### config.mk
export PLATFORM = sky130hd
export DESIGN_NAME = eth_rx_slot_ctrl_flat
export DESIGN_NICKNAME = d
export VERILOG_FILES = /design/src/rtl/eth_rx_slot_ctrl_if.sv /design/src/rtl/eth_rx_slot_ctrl.sv /design/src/flat_wrapper.sv
export SDC_FILE = /design/constraint.sdc
export NUM_CORES = 1
export LEC_CHECK = 0
export CAP_MARGIN = 0
export CELL_PAD_IN_SITES_DETAIL_PLACEMENT = 1
export CELL_PAD_IN_SITES_GLOBAL_PLACEMENT = 2
export CORE_UTILIZATION = 41
export CTS_BUF_LIST = sky130_fd_sc_hd__clkbuf_4
export DETAILED_ROUTE_END_ITERATION = 12
export PLACE_DENSITY = 0.92
export SYNTH_ARGS = -nofsm -noshare
export SYNTH_HDL_FRONTEND = slang
export SYNTH_SLANG_ARGS = --single-unit
### constraint.sdc
create_clock -name clk -period 6.8 [get_ports clk]
set_input_delay 2.04 -clock clk [delete_from_list [all_inputs] [get_ports clk]]
set_output_delay 2.04 -clock clk [all_outputs]
set_load 0.03 [all_outputs]
### src/rtl/eth_rx_slot_ctrl_if.sv
`default_nettype none
// ============================================================================
//  Module      : eth_rx_slot_ctrl_if
//  Description : Receive byte stream, buffer RAM write port and host slot
//                status bundle for eth_rx_slot_ctrl.
//  Revision    : 1.0 - initial release
// ============================================================================
interface eth_rx_slot_ctrl_if #(
    parameter int NSLOT      = 4,
    parameter int SLOT_BYTES = 2048
);
    localparam int IW = $clog2(NSLOT);
    localparam int AW = IW + $clog2(SLOT_BYTES);
    localparam int CW = IW + 1;

    // receive stream
    logic          rx_valid;
    logic [7:0]    rx_data;
    logic          rx_last;
    logic          rx_err;
    // buffer RAM write port
    logic          mem_we;
    logic [AW-1:0] mem_waddr;
    logic [7:0]    mem_wdata;
    // host side
    logic          pop;
    logic [IW-1:0] head_idx;
    logic [15:0]   head_len;
    logic [CW-1:0] count;
    logic          frame_avail;
    logic          irq_en;
    logic          irq;
    logic [15:0]   drop_cnt;

    // slot controller view
    modport slave (
        input  rx_valid, rx_data, rx_last, rx_err, pop, irq_en,
        output mem_we, mem_waddr, mem_wdata, head_idx, head_len,
               count, frame_avail, irq, drop_cnt
    );

    // MAC / host view
    modport master (
        output rx_valid, rx_data, rx_last, rx_err, pop, irq_en,
        input  mem_we, mem_waddr, mem_wdata, head_idx, head_len,
               count, frame_avail, irq, drop_cnt
    );
endinterface
`default_nettype wire

### src/rtl/eth_rx_slot_ctrl.sv
`default_nettype none
// ============================================================================
//  Module      : eth_rx_slot_ctrl
//  Description : Ethernet receive slot ring controller. Writes incoming frame
//                bytes into fixed-size RAM slots, commits good frames into a
//                ring of NSLOT slots and counts dropped frames.
//                Optional macro ETH_RXSLOT_FCS_STRIP_EN: strip the 4-byte FCS
//                from the committed length and drop frames of <= 4 bytes.
//  Revision    : 1.0 - initial release
// ============================================================================
module eth_rx_slot_ctrl #(
    parameter int NSLOT      = 4,
    parameter int SLOT_BYTES = 2048
) (
    input  wire logic           clk,
    input  wire logic           rst_n,
    eth_rx_slot_ctrl_if.slave   bus
);
    localparam int c_IW = $clog2(NSLOT);
    localparam int c_OW = $clog2(SLOT_BYTES) + 1;   // offset reaches SLOT_BYTES
    localparam int c_AW = c_IW + c_OW - 1;
    localparam int c_CW = c_IW + 1;
    localparam logic [c_CW-1:0] c_FULL     = c_CW'(NSLOT);
    localparam logic [c_OW-1:0] c_OVERSIZE = c_OW'(SLOT_BYTES);

    typedef enum logic [1:0] {
        S_IDLE = 2'd0,
        S_RECV = 2'd1,
        S_DROP = 2'd2
    } state_t;

    state_t            r_state;
    logic [c_IW-1:0]   r_wr_ptr;
    logic [c_IW-1:0]   r_rd_ptr;
    logic [c_CW-1:0]   r_count;
    logic [c_OW-1:0]   r_offset;
    logic [15:0]       r_drop_cnt;
    logic              r_mem_we;
    logic [c_AW-1:0]   r_mem_waddr;
    logic [7:0]        r_mem_wdata;
    logic [15:0]       r_len [NSLOT];

    state_t            w_state_nxt;
    logic [c_OW-1:0]   w_offset_nxt;
    logic              w_wr_en;
    logic [c_OW-2:0]   w_wr_off;
    logic              w_fin;        // last byte of an in-slot frame accepted
    logic [c_OW-1:0]   w_total;
    logic              w_short;
    logic              w_commit;
    logic              w_drop_inc;
    logic [15:0]       w_len;
    logic              w_pop;

    // next-state, byte acceptance, commit and drop decisions
    always_comb begin
        w_state_nxt  = r_state;
        w_offset_nxt = r_offset;
        w_wr_en      = 1'b0;
        w_wr_off     = '0;
        w_fin        = 1'b0;
        w_total      = '0;
        w_short      = 1'b0;
        w_commit     = 1'b0;
        w_drop_inc   = 1'b0;
        w_len        = 16'd0;
        case (r_state)
            S_IDLE: begin
                if (bus.rx_valid) begin
                    if (r_count == c_FULL) begin
                        // ring full: no slot to start into
                        if (bus.rx_last) w_drop_inc  = 1'b1;
                        else             w_state_nxt = S_DROP;
                    end else begin
                        w_wr_en      = 1'b1;
                        w_offset_nxt = c_OW'(1);
                        if (bus.rx_last) begin
                            w_fin   = 1'b1;
                            w_total = c_OW'(1);
                        end else begin
                            w_state_nxt = S_RECV;
                        end
                    end
                end
            end
            S_RECV: begin
                if (bus.rx_valid) begin
                    if (r_offset == c_OVERSIZE) begin
                        // slot already full: frame is oversize
                        if (bus.rx_last) begin
                            w_drop_inc  = 1'b1;
                            w_state_nxt = S_IDLE;
                        end else begin
                            w_state_nxt = S_DROP;
                        end
                    end else begin
                        w_wr_en      = 1'b1;
                        w_wr_off     = r_offset[c_OW-2:0];
                        w_offset_nxt = r_offset + c_OW'(1);
                        if (bus.rx_last) begin
                            w_fin       = 1'b1;
                            w_total     = r_offset + c_OW'(1);
                            w_state_nxt = S_IDLE;
                        end
                    end
                end
            end
            S_DROP: begin
                if (bus.rx_valid && bus.rx_last) begin
                    w_drop_inc  = 1'b1;
                    w_state_nxt = S_IDLE;
                end
            end
            default: w_state_nxt = S_IDLE;
        endcase

`ifdef ETH_RXSLOT_FCS_STRIP_EN
        w_short = (w_total <= c_OW'(4));
        w_len   = 16'(w_total) - 16'd4;
`else
        w_short = 1'b0;
        w_len   = 16'(w_total);
`endif
        w_commit = w_fin & ~bus.rx_err & ~w_short;
        if (w_fin && !w_commit) w_drop_inc = 1'b1;
    end

    // an empty ring ignores pop
    assign w_pop = bus.pop && (r_count != '0);

    // FSM, ring pointers, occupancy, drop counter and RAM write register
    always_ff @(posedge clk or negedge rst_n) begin
        if (!rst_n) begin
            r_state     <= S_IDLE;
            r_wr_ptr    <= '0;
            r_rd_ptr    <= '0;
            r_count     <= '0;
            r_offset    <= '0;
            r_drop_cnt  <= 16'd0;
            r_mem_we    <= 1'b0;
            r_mem_waddr <= '0;
            r_mem_wdata <= 8'd0;
        end else begin
            r_state  <= w_state_nxt;
            r_offset <= w_offset_nxt;
            r_mem_we <= w_wr_en;
            if (w_wr_en) begin
                r_mem_waddr <= {r_wr_ptr, w_wr_off};
                r_mem_wdata <= bus.rx_data;
            end
            if (w_commit) r_wr_ptr <= r_wr_ptr + c_IW'(1);
            if (w_pop)    r_rd_ptr <= r_rd_ptr + c_IW'(1);
            // simultaneous commit and pop leaves occupancy unchanged
            if (w_commit && !w_pop)      r_count <= r_count + c_CW'(1);
            else if (!w_commit && w_pop) r_count <= r_count - c_CW'(1);
            if (w_drop_inc && (r_drop_cnt != 16'hFFFF))
                r_drop_cnt <= r_drop_cnt + 16'd1;
        end
    end

    // committed slot lengths; only read back while the slot is occupied
    always_ff @(posedge clk) begin
        if (w_commit) r_len[r_wr_ptr] <= w_len;
    end

    assign bus.mem_we      = r_mem_we;
    assign bus.mem_waddr   = r_mem_waddr;
    assign bus.mem_wdata   = r_mem_wdata;
    assign bus.head_idx    = r_rd_ptr;
    assign bus.head_len    = r_len[r_rd_ptr];
    assign bus.count       = r_count;
    assign bus.frame_avail = (r_count != '0);
    assign bus.irq         = bus.irq_en & (r_count != '0);
    assign bus.drop_cnt    = r_drop_cnt;
endmodule
`default_nettype wire

### src/flat_wrapper.sv
// flat-port wrapper written by rule: the top's interface ports become plain ports
module eth_rx_slot_ctrl_flat 
#(
    parameter int NSLOT      = 4,
    parameter int SLOT_BYTES = 2048
)
  (clk, rst_n, bus_rx_valid, bus_rx_data, bus_rx_last, bus_rx_err, bus_pop, bus_irq_en, bus_mem_we, bus_mem_waddr, bus_mem_wdata, bus_head_idx, bus_head_len, bus_count, bus_frame_avail, bus_irq, bus_drop_cnt);
  eth_rx_slot_ctrl_if #(.NSLOT(NSLOT), .SLOT_BYTES(SLOT_BYTES)) bus_i ();
  input  wire logic clk;
  input  wire logic rst_n;
  input wire logic [$bits(bus_i.rx_valid)-1:0] bus_rx_valid;
  input wire logic [$bits(bus_i.rx_data)-1:0] bus_rx_data;
  input wire logic [$bits(bus_i.rx_last)-1:0] bus_rx_last;
  input wire logic [$bits(bus_i.rx_err)-1:0] bus_rx_err;
  input wire logic [$bits(bus_i.pop)-1:0] bus_pop;
  input wire logic [$bits(bus_i.irq_en)-1:0] bus_irq_en;
  output wire logic [$bits(bus_i.mem_we)-1:0] bus_mem_we;
  output wire logic [$bits(bus_i.mem_waddr)-1:0] bus_mem_waddr;
  output wire logic [$bits(bus_i.mem_wdata)-1:0] bus_mem_wdata;
  output wire logic [$bits(bus_i.head_idx)-1:0] bus_head_idx;
  output wire logic [$bits(bus_i.head_len)-1:0] bus_head_len;
  output wire logic [$bits(bus_i.count)-1:0] bus_count;
  output wire logic [$bits(bus_i.frame_avail)-1:0] bus_frame_avail;
  output wire logic [$bits(bus_i.irq)-1:0] bus_irq;
  output wire logic [$bits(bus_i.drop_cnt)-1:0] bus_drop_cnt;
  assign bus_i.rx_valid = bus_rx_valid;
  assign bus_i.rx_data = bus_rx_data;
  assign bus_i.rx_last = bus_rx_last;
  assign bus_i.rx_err = bus_rx_err;
  assign bus_i.pop = bus_pop;
  assign bus_i.irq_en = bus_irq_en;
  assign bus_mem_we = bus_i.mem_we;
  assign bus_mem_waddr = bus_i.mem_waddr;
  assign bus_mem_wdata = bus_i.mem_wdata;
  assign bus_head_idx = bus_i.head_idx;
  assign bus_head_len = bus_i.head_len;
  assign bus_count = bus_i.count;
  assign bus_frame_avail = bus_i.frame_avail;
  assign bus_irq = bus_i.irq;
  assign bus_drop_cnt = bus_i.drop_cnt;
  eth_rx_slot_ctrl #(.NSLOT(NSLOT), .SLOT_BYTES(SLOT_BYTES)) u_core (.clk(clk), .rst_n(rst_n), .bus(bus_i));
endmodule
==> flow_summary.yaml <==
run_status:
  violations: "design-rule violations"
  status: "finished with violations"
cts:
  cts_resized: 0
  clkLatencyLatePin_ns: 0.45
  cts_root_buf: "clkbuf_4"
  ctsHoldBuffers: 0
  cts_inserted_buffers: 9
  cts.sinks: 107
  cts_tree: "yes"
  clock_tree.buffer_depth: 2
  cts_setup_buffers: 0
  h-tree-depth: 3
  clk_pin_slew_worst_paths_ns: 0.15
power_and_ir_drop:
  power_density_nw_per_um2: 359
  power.total_mw: 2.08
  vdd_ir_drop_max_mv: 0.210
  total_leakage_power_nw: 2.26
floorplan:
  die_area_sq_um: 12400
  core-area_sq_um: 11500
  fp.dieH_um: 111
  ios: 76
  die_w_um: 111
  start_util_pct: 42.5
  rows: 39
critical_path:
  crit_start: "bus_irq_en"
  critPathArrivalTime_ns: 3.25
  critPathLaunchType: "input port"
  slowest_stage: "clkdlybuf4s50_1"
  endpoint_kind: "output pin"
  cp_max_fo: 1
  worstPathRequired_ns: 4.76
  critPathKind: "in -> out"
  r2r_start: "u_core.r_offset[6]$_DFFE_PN0P_"
  cp_cell_sequence: "clkdlybuf4s50_1 > and2_1 > clkdlybuf4s50_1"
  cpMostUsedCell: "clkdlybuf4s50_1"
  r2r_cells: 11
  max_stage_delay_ns: 0.66
place:
  place_area_sq_um: 5640
  post-place-ws_ns: 1.50
  place.port_buffers: 71
  dp.cells: 577
  place.gp.congestion: 0.752
  dp_hpwl_um: 7560
timing:
  period_minus_slack_ns: 5.29
  rsz0062_at_grt: "false"
  hold_viol: 0
  setup_viol: 0
  clock_skew_ns: 0.0147
  drv_slew: 0
  setup_ws_ns: 1.51
  worst_pin_slew_ns: 0.878
  period_share_pct: 77.9
  finalHoldWorstSlack_ns: 0.503
  max_freq_mhz: 189
  slew_headroom_pct: 41.5
  tns_ns: 0
layout:
  post-route-util_pct: 50.4
  syn2layout_area_growth_pct: 18.6
  diodes: 0
  final_cell_mix: "clkdlybuf4s50_1, dfrtp_1, nand2_1"
  design_area_sq_um: 5800
  drive_gt1_share_pct: 9.78
  nets: 469
  final_cells: 593
  nFillCells: 1213
  final_common_cell: "clkdlybuf4s50_1"
detailed_routing:
  ant_nets: 0
  drt_pre_antenna_iters: 8
  m1WireLength_um: 5000
  met3_length_um: 244
  routed_wl_um: 10800
  route.detailed.drc: 11
  wire_per_inst_um: 18.2
  route.top_layer_used: "met4"
  routed_via_density: 5.24
  vias: 3109
  drt_iter0_markers: 152
  wl_met2_um: 5360
worst_hold_path:
  hp-class: "reg -> reg"
  min-delay-start: "u_core.bus.mem_wdata[1]$_DFFE_PN0P_"
  min_path_cells: 2
synthesis:
  synth_area_sq_um: 4890
  synth_top_area_share_pct: 30.2
  synth-edff-count: 48
  ys_seq_area_share_pct: 59.7
  ys_types: 55
  netlist_instances: 381
  ys_dominant_reg_cell: "dfrtp_1"
  synth_area_leaders: "dfrtp_1, edfxtp_1, mux4_2"
  ys_ff_latch: 107
  synth_area_per_cell_sq_um: 12.8
  yosysWarnings: 0
  synth_async_sr_flop_share_pct: 55.1
  yosysTopAreaCell: "dfrtp_1"
global_routing:
  grt_max_degree: 60
  groute.usage.overall_pct: 18.5
  overflow: 0
  grt_antenna_before_repair: 0
  grt_pass1_wl_um: 17900
  grt_pass1_vias: 3334
job:
  drv_cap: 0
[synthesized netlist by cell type (2+ instances only)]
library cell  number
dfrtp_1           59
nand2_1           54
edfxtp_1          48
nor2_1            25
xnor2_1           22
and3_1            12
mux4_2            12
nand4_1           12
nand3_1           11
inv_1              9
o21ai_1            9
a22o_1             8
ha_1               8
a21oi_1            7
a31oi_1            7
xor2_1             7
buf_4              6
buf_6              6
clkbuf_1           6
mux2_1             4
buf_2              3
nor2b_1            3
o21ai_0            3
or3_1              3
and2_1             2
and4_1             2
mux2_2             2
nand2b_1           2
nor3_1             2
o31ai_1            2
[power breakdown]
group          switching, mW  leakage, nW  internal (mW)
Combinational          0.446        0.956          0.353
Sequential             0.148         1.22          0.774
Clock                  0.205       0.0889          0.158
[worst paths after layout]
kind                                                       endpoint  slack, ns
worst min-delay path            u_core.bus.mem_wdata[1]$_DFFE_PN0P_       0.50
worst max register to register      u_core.bus.count[1]$_DFFE_PN0P_       3.42
worst min register to register  u_core.bus.mem_wdata[1]$_DFFE_PN0P_       0.50
max in group asynchronous        u_core.bus.drop_cnt[4]$_DFFE_PN0P_       4.54
min in group asynchronous       u_core.bus.mem_waddr[9]$_DFFE_PN0P_       1.73
worst max-delay path                                        bus_irq       1.51
[layer usage]
metal,GRT usage [%],vias up
met2,31.9,48
met4,5.59,0
met5,0,-
li1,-,1481
met1,24.2,1566
met3,2.84,14
[sequential cells by signal, summed over array words and instances, names as in the netlist]
register,flops
u_core.r_len,48
u_core.bus.head_idx,2
u_core.r_wr_ptr,2
u_core.r_state,2
u_core.bus.mem_wdata,8
u_core.bus.count,3
u_core.bus.drop_cnt,16
u_core.bus.mem_we,1
u_core.bus.mem_waddr,13
u_core.r_offset,12
[critical path, delay by kind of cell]
family	cells	cell delay [ns]
buffers and inverters	2	1.10
AND/OR/NAND/NOR	1	0.11
[logic make-up after synthesis]
family	share of synthesized area, %
adders and majority gates	2.46
muxes	7.11
DFF	59.7
xor gates and xnor gates	5.19
other	0.0767
AOI/OAI and AO/OA	6.01
buffers and inverters	4.07
and+or+nand+nor	15.4
[area by class of cell]
class                   instances  area, sq um  area share [%]
multi-input cells             244         1780            30.8
clock inverters                 5         77.6            1.34
flip-flops and latches        107         2920            50.3
inverters                      10         37.5           0.647
clock buffers                  11         82.6            1.42
well taps                     143          179            3.09
repair buffers                 73          721            12.4
Power figures use the tool's default switching activity.
